## config.mk

```make
export PLATFORM = sky130hd
export DESIGN_NAME = dsp_nco_sweep_ctrl
export DESIGN_NICKNAME = d
export VERILOG_FILES = /design/src/rtl/dsp_nco_sweep_ctrl.sv
export SDC_FILE = /design/constraint.sdc
export NUM_CORES = 1
export LEC_CHECK = 0
export BUFFER_PORTS_ARGS = -buffer_cell sky130_fd_sc_hd__buf_4
export CAP_MARGIN = 0
export CORE_ASPECT_RATIO = 1.5
export CORE_UTILIZATION = 25
export DETAILED_ROUTE_END_ITERATION = 8
export REMOVE_ABC_BUFFERS = 1
export SYNTH_ARGS = -nofsm -noshare
export SYNTH_HDL_FRONTEND = slang
export SYNTH_SLANG_ARGS = --single-unit
```

## constraint.sdc

```tcl
create_clock -name clk -period 3.95 [get_ports clk]
set_input_delay 0.79 -clock clk [delete_from_list [all_inputs] [get_ports clk]]
set_output_delay 0.79 -clock clk [all_outputs]
set_load 0.02 [all_outputs]
```

## src/rtl/dsp_nco_sweep_ctrl.sv

```systemverilog
// dsp_nco_sweep_ctrl: steps an NCO phase increment through a linear frequency
// sweep. It holds each hop for a programmable dwell and flags the NCO output
// samples with sample_valid, which trails nco_en by NCO_LAT cycles.
// Optional build macro: DSP_NCO_SWEEP_LOOP_EN. When it is defined, the sweep
// restarts from phi_start without a gap after the last hop. It then runs until
// abort or rst.
module dsp_nco_sweep_ctrl #(
    parameter int PHI_WIDTH = 32,
    parameter int CNT_WIDTH = 16,
    parameter int NCO_LAT   = 1
) (
    input  logic                 clk,
    input  logic                 rst,
    input  logic                 start,
    input  logic                 abort,
    input  logic [PHI_WIDTH-1:0] cfg_phi_start,
    input  logic [PHI_WIDTH-1:0] cfg_phi_step,
    input  logic [CNT_WIDTH-1:0] cfg_steps,
    input  logic [CNT_WIDTH-1:0] cfg_dwell,
    output logic                 nco_en,
    output logic [PHI_WIDTH-1:0] nco_phi_inc,
    output logic                 nco_dither_en,
    output logic                 sample_valid,
    output logic [CNT_WIDTH-1:0] hop_idx,
    output logic                 busy,
    output logic                 done
);

    typedef enum logic [1:0] {IDLE, DWELL, DONE} state_t;

    state_t               state, state_n;
    logic [PHI_WIDTH-1:0] phi_step_r, phi_n;
`ifdef DSP_NCO_SWEEP_LOOP_EN
    logic [PHI_WIDTH-1:0] phi_start_r;
`endif
    logic [CNT_WIDTH-1:0] steps_m1_r, dwell_m1_r, dwell_cnt;
    logic [CNT_WIDTH-1:0] dcnt_n, hop_n, cfg_dwell_m1;
    logic                 en_n, done_n, cap, pipe_clr;

    // Zero dwell means one cycle. Store the value minus one so that the counter
    // ends at zero.
    assign cfg_dwell_m1 = (cfg_dwell == '0) ? '0 : cfg_dwell - CNT_WIDTH'(1);

    // Next-state and next-output logic. All outputs are registered below.
    always_comb begin
        state_n  = state;
        phi_n    = nco_phi_inc;
        en_n     = nco_en;
        hop_n    = hop_idx;
        dcnt_n   = dwell_cnt;
        done_n   = 1'b0;
        cap      = 1'b0;
        pipe_clr = 1'b0;
        case (state)
            IDLE: begin
                if (start && !abort) begin
                    cap     = 1'b1;
                    phi_n   = cfg_phi_start;
                    en_n    = 1'b1;
                    hop_n   = '0;
                    dcnt_n  = cfg_dwell_m1;
                    state_n = DWELL;
                end
            end
            DWELL: begin
                if (abort) begin
                    en_n     = 1'b0;
                    pipe_clr = 1'b1;
                    state_n  = IDLE;
                end else if (dwell_cnt != '0) begin
                    dcnt_n = dwell_cnt - CNT_WIDTH'(1);
                end else if (hop_idx < steps_m1_r) begin
                    phi_n  = nco_phi_inc + phi_step_r;
                    hop_n  = hop_idx + CNT_WIDTH'(1);
                    dcnt_n = dwell_m1_r;
                end else begin
`ifdef DSP_NCO_SWEEP_LOOP_EN
                    // Wrap back to the first hop with no gap in nco_en.
                    phi_n  = phi_start_r;
                    hop_n  = '0;
                    dcnt_n = dwell_m1_r;
                    done_n = 1'b1;
`else
                    en_n    = 1'b0;
                    done_n  = 1'b1;
                    state_n = DONE;
`endif
                end
            end
            DONE: begin
                pipe_clr = abort;
                state_n  = IDLE;
            end
            default: state_n = IDLE;
        endcase
    end

    // State, output and captured-configuration registers.
    always_ff @(posedge clk) begin
        if (rst) begin
            state         <= IDLE;
            nco_en        <= 1'b0;
            nco_dither_en <= 1'b0;
            nco_phi_inc   <= '0;
            hop_idx       <= '0;
            dwell_cnt     <= '0;
            busy          <= 1'b0;
            done          <= 1'b0;
            phi_step_r    <= '0;
            steps_m1_r    <= '0;
            dwell_m1_r    <= '0;
`ifdef DSP_NCO_SWEEP_LOOP_EN
            phi_start_r   <= '0;
`endif
        end else begin
            state         <= state_n;
            nco_en        <= en_n;
            nco_dither_en <= en_n;
            nco_phi_inc   <= phi_n;
            hop_idx       <= hop_n;
            dwell_cnt     <= dcnt_n;
            busy          <= (state_n != IDLE);
            done          <= done_n;
            if (cap) begin
                phi_step_r <= cfg_phi_step;
                steps_m1_r <= (cfg_steps == '0) ? '0 : cfg_steps - CNT_WIDTH'(1);
                dwell_m1_r <= cfg_dwell_m1;
`ifdef DSP_NCO_SWEEP_LOOP_EN
                phi_start_r <= cfg_phi_start;
`endif
            end
        end
    end

    generate
        if (NCO_LAT > 0) begin : g_lat
            logic [NCO_LAT-1:0] vld_pipe;
            // Delay line that matches the NCO latency. An abort flushes it so
            // that stale samples are not flagged.
            always_ff @(posedge clk) begin
                if (rst || pipe_clr) vld_pipe <= '0;
                else                 vld_pipe <= (vld_pipe << 1) | NCO_LAT'(nco_en);
            end
            assign sample_valid = vld_pipe[NCO_LAT-1];
        end else begin : g_nolat
            assign sample_valid = nco_en;
        end
    endgenerate

endmodule
```

==> results of run 1 <==
[area by class of cell]
class | instances | share of cell area (%)
diodes | 1 | 0.02385
clock buffers | 17 | 4.055
clock inverters | 15 | 1.324
inverters | 35 | 1.252
multi-input cells | 853 | 50.68
flip-flops and latches | 134 | 25.57
well taps | 415 | 4.950
repair buffers | 168 | 12.14
[power by group through the flow]
stage          clock network [mW]  registers [mW]  logic (mW)
3_5_place_dp                    0            1.55       0.916
6_report                     1.57            1.52       0.912
4_1_cts                      1.61            1.52       0.921
2_1_floorplan                   0            1.57       0.514
3_3_place_gp                    0            1.54       0.903
5_1_grt                      1.66            1.53        1.01
[registers in the layout, summed over array words and instances (netlist names)]
name           count
busy               1
done               1
dwell_cnt         16
dwell_m1_r        16
hop_idx           16
nco_dither_en      1
nco_phi_inc       32
phi_step_r        32
sample_valid       1
state              2
steps_m1_r        16
[stage by stage]
stage	utilization [%]	TNS [ps]	instance area, sq um
after floorplan	-	-87.49	8120
after global placement	30.31	0	9923
after detailed placement	30.31	0	9923
after CTS	32.04	0	10490
after global routing	32.05	0	10490
final	32.05	0	10490
[kinds of logic after synthesis]
family | Yosys count
adder cells (fa/ha/maj) | 53
buffers and inverters | 98
AND/OR/NAND/NOR | 416
multiplexers | 21
XOR/XNOR | 56
AO/OA/AOI/OAI | 307
flip-flops | 134
[per-layer routing]
metal | GRT usage, % | part of all wire [%]
met5 | 0 | 0
met4 | 8.452 | 3.2
met3 | 2.020 | 3.5
met2 | 30.37 | 54
met1 | 16.38 | 39
[synth_stat cells, types with 3 or more instances]
library cell | n | area [sq um]
sky130_fd_sc_hd__a31oi_1 | 3 | 18.77
sky130_fd_sc_hd__o211ai_1 | 22 | 165.2
sky130_fd_sc_hd__a221oi_1 | 3 | 26.28
sky130_fd_sc_hd__and3_1 | 7 | 43.79
sky130_fd_sc_hd__or3_1 | 18 | 112.6
sky130_fd_sc_hd__a211oi_1 | 33 | 247.7
sky130_fd_sc_hd__inv_1 | 35 | 131.4
sky130_fd_sc_hd__dfxtp_1 | 134 | 2683
sky130_fd_sc_hd__xnor2_1 | 28 | 245.2
sky130_fd_sc_hd__o41ai_1 | 5 | 43.79
sky130_fd_sc_hd__or2_2 | 4 | 25.02
sky130_fd_sc_hd__nand4_1 | 15 | 93.84
sky130_fd_sc_hd__o21a_1 | 9 | 67.56
sky130_fd_sc_hd__o21ai_0 | 40 | 200.2
sky130_fd_sc_hd__buf_2 | 3 | 15.01
sky130_fd_sc_hd__a311oi_1 | 7 | 61.31
sky130_fd_sc_hd__a22oi_1 | 16 | 120.1
sky130_fd_sc_hd__a21o_1 | 18 | 135.1
sky130_fd_sc_hd__nor2b_1 | 9 | 56.30
sky130_fd_sc_hd__mux2i_1 | 20 | 200.2
sky130_fd_sc_hd__clkbuf_1 | 54 | 202.7
sky130_fd_sc_hd__nor3_1 | 42 | 210.2
sky130_fd_sc_hd__xor2_1 | 28 | 245.2
sky130_fd_sc_hd__o311ai_0 | 4 | 35.03
sky130_fd_sc_hd__buf_1 | 5 | 18.77
sky130_fd_sc_hd__nand2b_1 | 8 | 50.05
sky130_fd_sc_hd__nand3b_1 | 5 | 37.54
sky130_fd_sc_hd__nor4_1 | 7 | 43.79
sky130_fd_sc_hd__nand3_1 | 26 | 130.1
sky130_fd_sc_hd__nor2_1 | 114 | 427.9
sky130_fd_sc_hd__a31o_2 | 3 | 26.28
sky130_fd_sc_hd__ha_1 | 52 | 650.6
sky130_fd_sc_hd__a21oi_1 | 117 | 585.6
sky130_fd_sc_hd__o31ai_1 | 11 | 82.58
sky130_fd_sc_hd__or4_1 | 9 | 67.56
sky130_fd_sc_hd__nand2_1 | 140 | 525.5
[final timing paths]
check	to	start
worst max-delay path	hop_idx[9]	dwell_cnt[7]
worst min-delay path	dwell_m1_r[10]	dwell_m1_r[10]
worst max register to register	hop_idx[9]	dwell_cnt[7]
worst min register to register	dwell_m1_r[10]	dwell_m1_r[10]
[placed cells by master (no fill, tap or decap), types with 33 or more instances in the layout]
master and n:
sky130_fd_sc_hd__nand2_1 140, sky130_fd_sc_hd__buf_4 167, sky130_fd_sc_hd__dfxtp_1 134, sky130_fd_sc_hd__nor2_1 113, sky130_fd_sc_hd__inv_1 35, sky130_fd_sc_hd__a211oi_1 33, sky130_fd_sc_hd__ha_1 51, sky130_fd_sc_hd__nor3_1 42
sky130_fd_sc_hd__o21ai_0 40, sky130_fd_sc_hd__a21oi_1 117
[critical path, cell delays in order, from the launching register on]
cell and delay [ps]:
sky130_fd_sc_hd__dfxtp_1 370, sky130_fd_sc_hd__nor4_2 380, sky130_fd_sc_hd__nor3b_2 290, sky130_fd_sc_hd__nor3b_4 290
sky130_fd_sc_hd__nand2_2 140, sky130_fd_sc_hd__nor2_8 210, sky130_fd_sc_hd__a31oi_4 200, sky130_fd_sc_hd__or3_1 580
sky130_fd_sc_hd__or4_1 540, sky130_fd_sc_hd__a21oi_1 140
==> results summary, run 1 <==
The worst setup path is captured at a register. The design internal power came out at 2.734 mW. The clock network fraction of total power is 39.3%. After synthesis, the largest family of logic cells by area is compound AO/OA/AOI/OAI gates. The detailed-route DRC error count is 0. Among all flip-flop cells after synthesis, the most frequent one is sky130_fd_sc_hd__dfxtp_1.

The post-synthesis cell type count came out at 61. The number of global-route vias before repair is 8,106. The final-layout fill cell count came out at 3,478.

The power per cell area is 381.4 nW/um^2. Entering global routing, the biggest net connects 75 pins. The share of async-settable or async-resettable flops after synthesis came out at 0%.

The clock net sink count is 134. The synthesized cell area came out at 8364 sq um. TritonCTS built the clock tree.

STA classifies the critical path startpoint as a register. The signal arrival time at the worst endpoint is roughly 3600 ps. The reported max-cap violation count is 0. The leakage power of the design is 4.286 nW. The final clock skew came out at 9.447 ps. The average via count per standard cell came out at 5.101. The number of buffer cells added on primary ports came out at ~150. Detailed placement finished with a half-perimeter wire length of 19,800 microns. The wire length of the first global-routing pass came out at 41,540 microns.

Clock-pin slew was measured on the worst setup and hold paths at 60 ps. The final wirelength came out at 26,820 microns. The maximum fanout encountered on the critical timing path came out at 12. Hold is met by roughly 450 ps.

The multi-input gate area in the final layout came out at 5316 sq um. The number of cells on the worst reg-to-reg path came out at 9. The number of cells on the worst hold path came out at 2. The number of rows in the core area is 81.

The critical path class is register to register. The post-detailed-route count of antenna-violating nets came out at 0. The number of buffers inserted by hold repair at cts is 0. Setup repair after global routing left no endpoint under its margin. In this run the worst hold path is classified as register to register. The share of post-route cells with drive strength above 1 came out at 17.84%. The number of flops mapped to enable cells by yosys is 0.

The number of CTS-inserted buffers is 17. The via count is 8,355. The final number of hold-violating endpoints came out at 0. The register-to-register setup slack is between 700 and 800 ps. After floorplanning, the core was sized to cover 32,740 sq um. The relative contribution of combinational cells to total power is 22.8%. The post-layout total power came out at 4.001 mW.

The maximum number of buffers from clock root to sink came out at 2. The average cell area after synthesis is 7.709 sq um. The run finished with clean final reports.

The finished layout holds 1,638 standard cells, fillers aside. The maximum level of the CTS H-tree is 4. The post-route fraction of the period consumed by the critical path came out at 81.35%. The final count of pins violating max slew came out at 0.

Setup violations remaining at the end of the flow were counted as 0. The cell sitting at the root of the clock tree is a sky130_fd_sc_hd__clkbuf_16. The number of post-CTS setup repair buffers came out at 0. The switching power summed over all nets came out at approximately 1.3 mW. The total iterations of the first detailed-routing run came out at 5. The total area of sequential cells came out at around 2700 sq um. The width of the chip came out at 151.3 microns.

The post-synthesis simple-gate area fraction came out at 23.52%. The final critical path time including I/O delays and setup is between 3000 and 4000 ps. The starting density of the core is 25.55%. Net switching is 31.66% of the power. The number of nets at the end of the flow is between 1,000 and 1,500. The maximum frequency from static timing analysis is 311.2 MHz.

The detailed router finished its first iteration with 394 violations. The flip-flop and latch count after synthesis is approximately 130. The final weighted congestion of routability-driven global placement came out at between 0.8 and 0.9. The insertion delay to the later sink of the worst-skew pair came out at 450 ps.

The share of the yosys chip area belonging to registers came out at 32.07%. The worst setup timing slack at the placement stage is 528.1 ps. The global router's overall resource usage came out at 15.89%. The xor/xnor share of the synthesized area came out at under 10%.

The floorplan step defined a die boundary enclosing roughly 34,000 sq um. The number of top-level pins came out at about 150. The pin slew with the least headroom to its limit came out at 989.1 ps. The number of placed instances, taps included, is 1,605.

The worst endpoint required time came out at about 4300 ps. The area added between synthesis and finish is 25.42%. The worst slew margin relative to its limit came out at approximately 34%. The portion of netlist area occupied by mux cells is 2.528%.

The synthesized netlist devotes between 20% and 30% of its cell area to compound gates. Across the VDD grid, the largest voltage drop is 230.8 uV. The global route total overflow is 0. The cell count after synthesis came out at 1,085. The quantity of gates resized following cts is 0. The vertical die dimension came out at 226.0 microns. Per report_power, the sequential group accounts for 37.9% of the total. The initial antenna violation count is 1.

The routed length per instance came out at 16.37 microns. The synthesized-area fraction occupied by adder cells came out at 8.018%. The number of warnings reported in the yosys synthesis log is 0. The worst setup slack after layout came out at 736.8 ps.
Power figures use the tool's default switching activity.
==> inputs of run 2 (changes only) <==
ABC_AREA = 1   (was default)
clock period = 3.07 ns   (was 3.95 ns; I/O delays follow)
==> run 2 against run 1 <==
Clock skew increased by 5.1 ps. Critical path type unchanged. Wire length increased by 26%. Setup slack worse by 310 ps. Clock power is 49% higher. Critical path depth is 3 higher. Via count up 24%.
==> results summary, run 2 <==
The total iterations of the first detailed-routing run is 5 (unchanged). The synthesized-area fraction occupied by adder cells came out at 6.959% (-1.1 points). The cell count after synthesis came out at 1,631 (+50%). The final clock skew came to 14.53 ps (+5.078 ps). The final critical path time including I/O delays and setup came out at 2648 ps (-565.1 ps). Summed over all instances, the cell type with the most area after synthesis is sky130_fd_sc_hd__dfxtp_1. The flow ran to the end, and the final reports show no timing, DRC or antenna violations.

The flip-flop cell with the highest count after synthesis is sky130_fd_sc_hd__dfxtp_1. The synthesized cell area came out at 9637 sq um (+15%). The number of flops mapped to enable cells by yosys came out at 0 (unchanged).

The number of post-CTS setup repair buffers came to 0 (unchanged). The routed length per instance came out at 14.89 microns (-9.1%). The maximum fanout encountered on the critical timing path is 48 (+36).

The flip-flop and latch count after synthesis came out at 134 (unchanged). The initial antenna violation count came out at 0 (-1). The number of buffers inserted by hold repair at cts was 0 (unchanged). The largest registers in the layout are nco_phi_inc x32, phi_step_r x32.

The signal arrival time at the worst endpoint came out at 3020 ps (-570 ps). The largest net degree at the start of global routing is 62 (-17%). The critical path startpoint category is a register. The number of inserted diodes is 0 (-1). In the post-synthesis netlist, the biggest area contributors are sky130_fd_sc_hd__dfxtp_1, sky130_fd_sc_hd__nand2_1, sky130_fd_sc_hd__nor2_1. The starting density of the core is 25.51% (-0.039 points). In the layout the commonest cells are sky130_fd_sc_hd__nand2_1, sky130_fd_sc_hd__nor2_1, sky130_fd_sc_hd__inv_1. The number of DRC markers after the initial detailed-route iteration was 449 (+14%). The width of the chip came to 162.3 microns (+7.2%).

The clock net sink count is 134 (unchanged). The number of CTS-inserted buffers is 17 (unchanged). The share of post-route cells with drive strength above 1 is 12.88% (-5.0 points).

The area share of the leading cell type in the synthesized netlist came out at 27.84% (-4.2 points). The final wirelength is 33,750 microns (+26%). The worst-case hold slack was 391.7 ps (-63.26 ps). The maximum VDD drop is 281.7 uV (+22%). The number of nets at the end of the flow came out at 1,918 (+41%). The root buffer cell chosen for the clock tree is sky130_fd_sc_hd__clkbuf_16.

The core outline area came out at 37,770 sq um (+15%). The number of endpoints failing setup at the final stage came out at 0 (unchanged). The switching share of total power came out at 31.70% (+0.039 points).

The post-synthesis simple-gate area fraction was 39.89% (+16 points). The leakage power of the design is 5.898 nW (+38%). TritonCTS built the clock tree.

The number of buffer cells added on primary ports was 152 (unchanged). The critical path capture point type is a register. The design internal power is 3.884 mW (+42%). The post-layout total power was 5.687 mW (+42%). The relative contribution of combinational cells to total power came out at 23.8% (+1.0 points).

The average via count per standard cell came out at 4.554 (-11%). The final-layout setup total negative slack came out at 0 ps (unchanged). Leaving out fill and tap cells, the most frequent cell in the layout is sky130_fd_sc_hd__nand2_1. The number of warnings reported in the yosys synthesis log came out at 0 (unchanged). The share of async-settable or async-resettable flops after synthesis is 0% (unchanged). Setup repair after global routing left no endpoint under its margin. The type of the most critical hold path is input port to register. The final weighted congestion of routability-driven global placement is 0.9290 (+7.7%).

The clock network fraction of total power came out at 41.2% (+1.9 points). The compound-cell area share of the yosys netlist is 11.18% (-12 points). The cell with the most instances after synthesis is sky130_fd_sc_hd__nand2_1.

The number of rows in the core area was 87 (+7.4%). The share of the yosys chip area belonging to registers came to 27.84% (-4.2 points). The detailed-route DRC error count came out at 0 (unchanged). The maximum frequency from static timing analysis is 377.6 MHz (+21%). The pin slew with the least headroom to its limit is 1022 ps (+33.31 ps). The global router's overall resource usage came out at 17.47% (+1.6 points). The quantity of gates resized following cts came out at 0 (unchanged). The post-DP HPWL is 25,850 microns (+31%). The insertion delay to the later sink of the worst-skew pair is 440 ps (about the same). The clock-pin transition on the worst setup and hold timing paths is 70 ps (about the same). The global route total overflow is 0 (unchanged). The average cell area after synthesis came out at 5.908 sq um (-23%). The maximum number of buffers from clock root to sink is 2 (unchanged). The vertical die dimension came out at 242.5 microns (+7.3%).

The number of top-level pins was 153 (unchanged). The post-detailed-route count of antenna-violating nets is 0 (unchanged). The xor/xnor share of the synthesized area is 3.908% (-2.0 points). The final number of hold-violating endpoints came to 0 (unchanged). Sorting the synthesized cells by how often they occur yields sky130_fd_sc_hd__nand2_1, sky130_fd_sc_hd__nor2_1, sky130_fd_sc_hd__inv_1. The number of global-route vias before repair came to 10,090 (+24%).

The floorplan die area is 39,350 sq um (+15%). The switching power summed over all nets is 1.803 mW (+42%). The reported max-cap violation count is 0 (unchanged). The critical path is of the register to register type. The post-route fraction of the period consumed by the critical path is 86.26% (+4.9 points). The via count was 10,320 (+24%). The portion of netlist area occupied by mux cells is 0% (-2.5 points). The final count of pins violating max slew came out at 0 (unchanged).

The power per cell area is 475.5 nW/um^2 (+25%). The wire length of the first global-routing pass is 53,530 microns (+29%). The area added between synthesis and finish is 24.11%. The worst slew margin relative to its limit is 31.74% (-2.1 points).

The largest family of logic cells by synthesized area is simple AND/OR/NAND/NOR gates. The worst endpoint required time was 3440 ps (-890 ps). The sequential share of power came out at 35.0% (-2.9 points). The maximum level of the CTS H-tree came out at 4 (unchanged). The post-synthesis cell type count was 39 (-36%).
## run 2: logic make-up after synthesis
group           after synthesis
fa+ha+maj                    53
flops                       134
simple gates                939
buf+inv                     251
compound gates              211
xor+xnor                     43
## run 2: path summary, 6_finish.rpt
path	start	to	slack, ps	cells past startpoint
setup / recovery	hop_idx[5]	nco_phi_inc[18]	420	12
hold / removal	cfg_phi_step[0]	phi_step_r[0]	390	3
setup reg to reg	hop_idx[5]	nco_phi_inc[18]	420	12
hold reg to reg	dwell_m1_r[6]	dwell_m1_r[6]	460	2
## run 2: power by group through the flow
stage                     registers (mW)  clock network [mW]  logic (mW)
after floorplan                     2.05                   0       0.801
after CTS                           1.99                2.38        1.37
after detailed placement            2.03                   0        1.36
after global placement              2.02                   0        1.35
after global routing                2.01                2.45        1.53
final                               1.99                2.34        1.36
## run 2: final cells by class
cell class / instances / area, sq um
Fill cell: 4235 / 25810
Multi-Input combinational cell: 1246 / 5979
Sequential cell: 134 / 2683
Timing Repair Buffer: 172 / 1291
Inverter: 194 / 728.2
Tap cell: 489 / 611.8
Clock buffer: 21 / 470.5
Clock inverter: 11 / 196.4
## run 2: layer usage
| layer | GRT usage [%] | part of all wire (%) | up-vias | wire length [microns] |
|---|---|---|---|---|
| met5 | 0 | 0 | - | 0 |
| met4 | 6.104 | 2.7 | 0 | 909 |
| met3 | 3.270 | 4.8 | 47 | 1606 |
| met2 | 32.65 | 52 | 243 | 17400 |
| met1 | 19.23 | 41 | 4647 | 13840 |
| li1 | - | - | 5386 | - |
## run 2: per-stage QoR
step / setup WS, ps / instances / cell area, sq um / utilization, %
floorplan: -758.7 / 1574 / 9379 / -
global placement: 516.8 / 2235 / 11290 / 29.90
detailed placement: 445.9 / 2235 / 11290 / 29.90
CTS: 428.6 / 2267 / 11960 / 31.66
global route: 186.6 / 2267 / 11960 / 31.66
finish: 421.9 / 2267 / 11960 / 31.66
## run 2: worst max-delay path, cell delays in order, from the launching register on
cell                      delay, ps
sky130_fd_sc_hd__dfxtp_1        400
sky130_fd_sc_hd__ha_1           270
sky130_fd_sc_hd__a21oi_1        130
sky130_fd_sc_hd__nor2_1          50
sky130_fd_sc_hd__nor3_1         180
sky130_fd_sc_hd__nand2_1         90
sky130_fd_sc_hd__nand2_1         60
sky130_fd_sc_hd__nand2_1        110
sky130_fd_sc_hd__nand2_1        150
sky130_fd_sc_hd__nand3_4         80
sky130_fd_sc_hd__inv_2          740
sky130_fd_sc_hd__o21ai_0        200
sky130_fd_sc_hd__nor2_1         120
==> inputs of run 3 (changes only) <==
ABC_AREA = default   (was 1)
CORE_UTILIZATION = 57   (was 25)
HOLD_SLACK_MARGIN = 0.05   (was default)
PLACE_DENSITY = 0.81   (was default)
==> run 3 against run 2 <==
First-iteration DRC count fell by 29%. Utilization rose by 42 points. Cell area fell by 13%. Sequential power fell by 2%. Power fell by 6.7%. Non-clock buffer count rose by 21.
==> results summary, run 3 (synthesized netlist as in run 1, its figures left out) <==
The largest registers in the layout are nco_phi_inc x32, phi_step_r x32. The critical path startpoint category is a register. The total area of sequential cells came out at 2683 sq um (unchanged). The final weighted congestion of routability-driven global placement was 0.9490 (+2.2%).

The maximum number of buffers from clock root to sink is 2 (unchanged). The number of endpoints failing setup at the final stage is 0 (unchanged). The final number of hold-violating endpoints is 0 (unchanged). The maximum level of the CTS H-tree was 4 (unchanged). The clock-pin transition on the worst setup and hold timing paths is 70 ps (about the same). The number of CTS-inserted buffers came out at 17 (unchanged). The insertion delay to the later sink of the worst-skew pair came out at 430 ps (about the same). The maximum frequency from static timing analysis came to 342.3 MHz (-9.3%). The final-layout fill cell count is 1,188 (-72%). The placed instance area is 9824 sq um (-13%). The post-detailed-route count of antenna-violating nets came out at 0 (unchanged).

The number of DRC markers after the initial detailed-route iteration came out at 317 (-29%). Setup repair after global routing left no endpoint under its margin. The initial antenna violation count came to 0 (unchanged). TritonCTS built the clock tree. The post-route fraction of the period consumed by the critical path came to 95.15% (+8.9 points).

The final clock skew is 16.21 ps (+1.686 ps). The multi-input gate area in the final layout is 5329 sq um (-11%). The path class of the tightest hold or removal check is input port to register. The signal arrival time at the worst endpoint is 3210 ps (+190 ps).

The global route total overflow is 0 (unchanged). The number of global-route vias before repair is 8,297 (-18%). The number of buffers inserted by hold repair at cts came out at 0 (unchanged). The total iterations of the first detailed-routing run was 5 (unchanged).

The largest net degree at the start of global routing is 75 (+21%). The vertical die dimension came out at 150.4 microns (-38%). The final count of pins violating max slew is 0 (unchanged).

The width of the chip came out at 100.9 microns (-38%). The detailed-route DRC error count is 0 (unchanged). The worst setup path is captured at a register. The worst setup timing slack at the placement stage is 15.90 ps (-430.0 ps).

The reported max-cap violation count came to 0 (unchanged). The floorplan die area is 15,170 sq um (-61%). The number of inserted diodes is 0 (unchanged). The worst slew margin relative to its limit is 35.08% (+3.3 points). The number of standard cells in the final layout excluding fillers is 1,439 (-37%). The maximum fanout encountered on the critical timing path is 8 (-83%). The post-DP HPWL came out at 16,900 microns (-35%). Leaving out fill and tap cells, the most frequent cell in the layout is sky130_fd_sc_hd__buf_4. The final instance area came out at 10,460 sq um (-13%). The average via count per standard cell came to 5.927 (+30%). The starting density of the core was 58.94% (+33 points). The area added between synthesis and finish is 25.07%.

The global router's overall resource usage came out at 31.80% (+14 points). The final-layout setup total negative slack came to 0 ps (unchanged). The wire length of the first global-routing pass is 38,180 microns (-29%). The critical path class is register to register. The number of rows in the core area is 53 (-39%). The number of placed instances, taps included is 1,406 (-37%). The maximum VDD drop came out at 309.7 uV (+9.9%). The power per cell area is 507.4 nW/um^2 (+6.7%). The root buffer selected by CTS is sky130_fd_sc_hd__clkbuf_16. The routed length per instance came out at 16.16 microns (+8.5%). The number of top-level pins was 153 (unchanged).

The core outline area is 14,190 sq um (-62%). The number of buffer cells added on primary ports is 152 (unchanged). Leaving out fill and tap cells, the most frequent cells in the layout are sky130_fd_sc_hd__buf_4, sky130_fd_sc_hd__nand2_1, sky130_fd_sc_hd__dfxtp_1. The worst setup slack after layout is 148.9 ps (-273.0 ps). The leakage power of the design is 4.441 nW (-25%).

The worst endpoint required time came out at 3350 ps (-90 ps). The share of post-route cells with drive strength above 1 is 19.73% (+6.8 points). The final wirelength came to 23,250 microns (-31%). The via count came out at 8,529 (-17%).

The post-layout total power came out at 5.308 mW (-6.7%). The number of nets at the end of the flow came to 1,387 (-28%). The run finished with clean final reports. The clock net sink count is 134 (unchanged). The final critical path time including I/O delays and setup is 2921 ps (+273.0 ps). The pin slew with the least headroom to its limit came out at 970.2 ps (-52.21 ps).
[run 3: cell type report]
cell class / count / area share, %
clock buffer: 17 / 4.066
tap: 192 / 2.296
multi-input combinational: 853 / 50.94
clock inverter: 15 / 1.830
inverter: 35 / 1.256
sequential: 134 / 25.64
timing repair buffer: 193 / 13.97
[run 3: routing by layer]
layer / routed length, microns / track usage (%) / vias to the layer above / share of wire (%)
met5: 0 / 0 / - / 0
met4: 848 / 15.22 / 0 / 3.6
met3: 1123 / 4.875 / 65 / 4.8
met2: 12250 / 59.55 / 288 / 53
met1: 9033 / 34.41 / 3963 / 39
li1: - / - / 4213 / -
[run 3: stage by stage]
stage	util, %	hold WS, ps
6_report	73.72	439.3
5_1_grt	73.72	438.4
4_1_cts	73.58	436.2
3_5_place_dp	69.23	454.1
3_3_place_gp	69.23	442.9
2_1_floorplan	-	430.5
[run 3: worst max-delay path, cell delays in order, from the launching register on]
cell and delay, ps:
sky130_fd_sc_hd__dfxtp_1 370, sky130_fd_sc_hd__nor4_2 350, sky130_fd_sc_hd__nor3b_2 280, sky130_fd_sc_hd__nor3b_4 270, sky130_fd_sc_hd__nand2_2 140, sky130_fd_sc_hd__nor2_8 150, sky130_fd_sc_hd__a31oi_4 140, sky130_fd_sc_hd__or3_4 450
sky130_fd_sc_hd__buf_4 170, sky130_fd_sc_hd__o311ai_0 310, sky130_fd_sc_hd__o41ai_1 150
[run 3: final timing paths]
| path | from | slack, ps | endpoint | cells past startpoint |
|---|---|---|---|---|
| hold / removal | cfg_phi_step[0] | 440 | phi_step_r[0] | 3 |
| setup / recovery | dwell_cnt[7] | 150 | hop_idx[11] | 10 |
| setup reg to reg | dwell_cnt[7] | 150 | hop_idx[11] | 10 |
| hold reg to reg | dwell_m1_r[4] | 460 | dwell_m1_r[4] | 2 |
[run 3: power breakdown]
group	internal [mW]	total, mW	leakage (nW)	switching (mW)
sequential	1.85	1.95	1.10	0.0937
combinational	0.511	1.19	3.05	0.679
clock	1.30	2.17	0.298	0.873
[run 3: repair_timing]
item | 4_1_cts | 5_1_grt
setup endpoints to repair | 0 | 11
buffers inserted | 0 | 1
resized for setup | 0 | 3
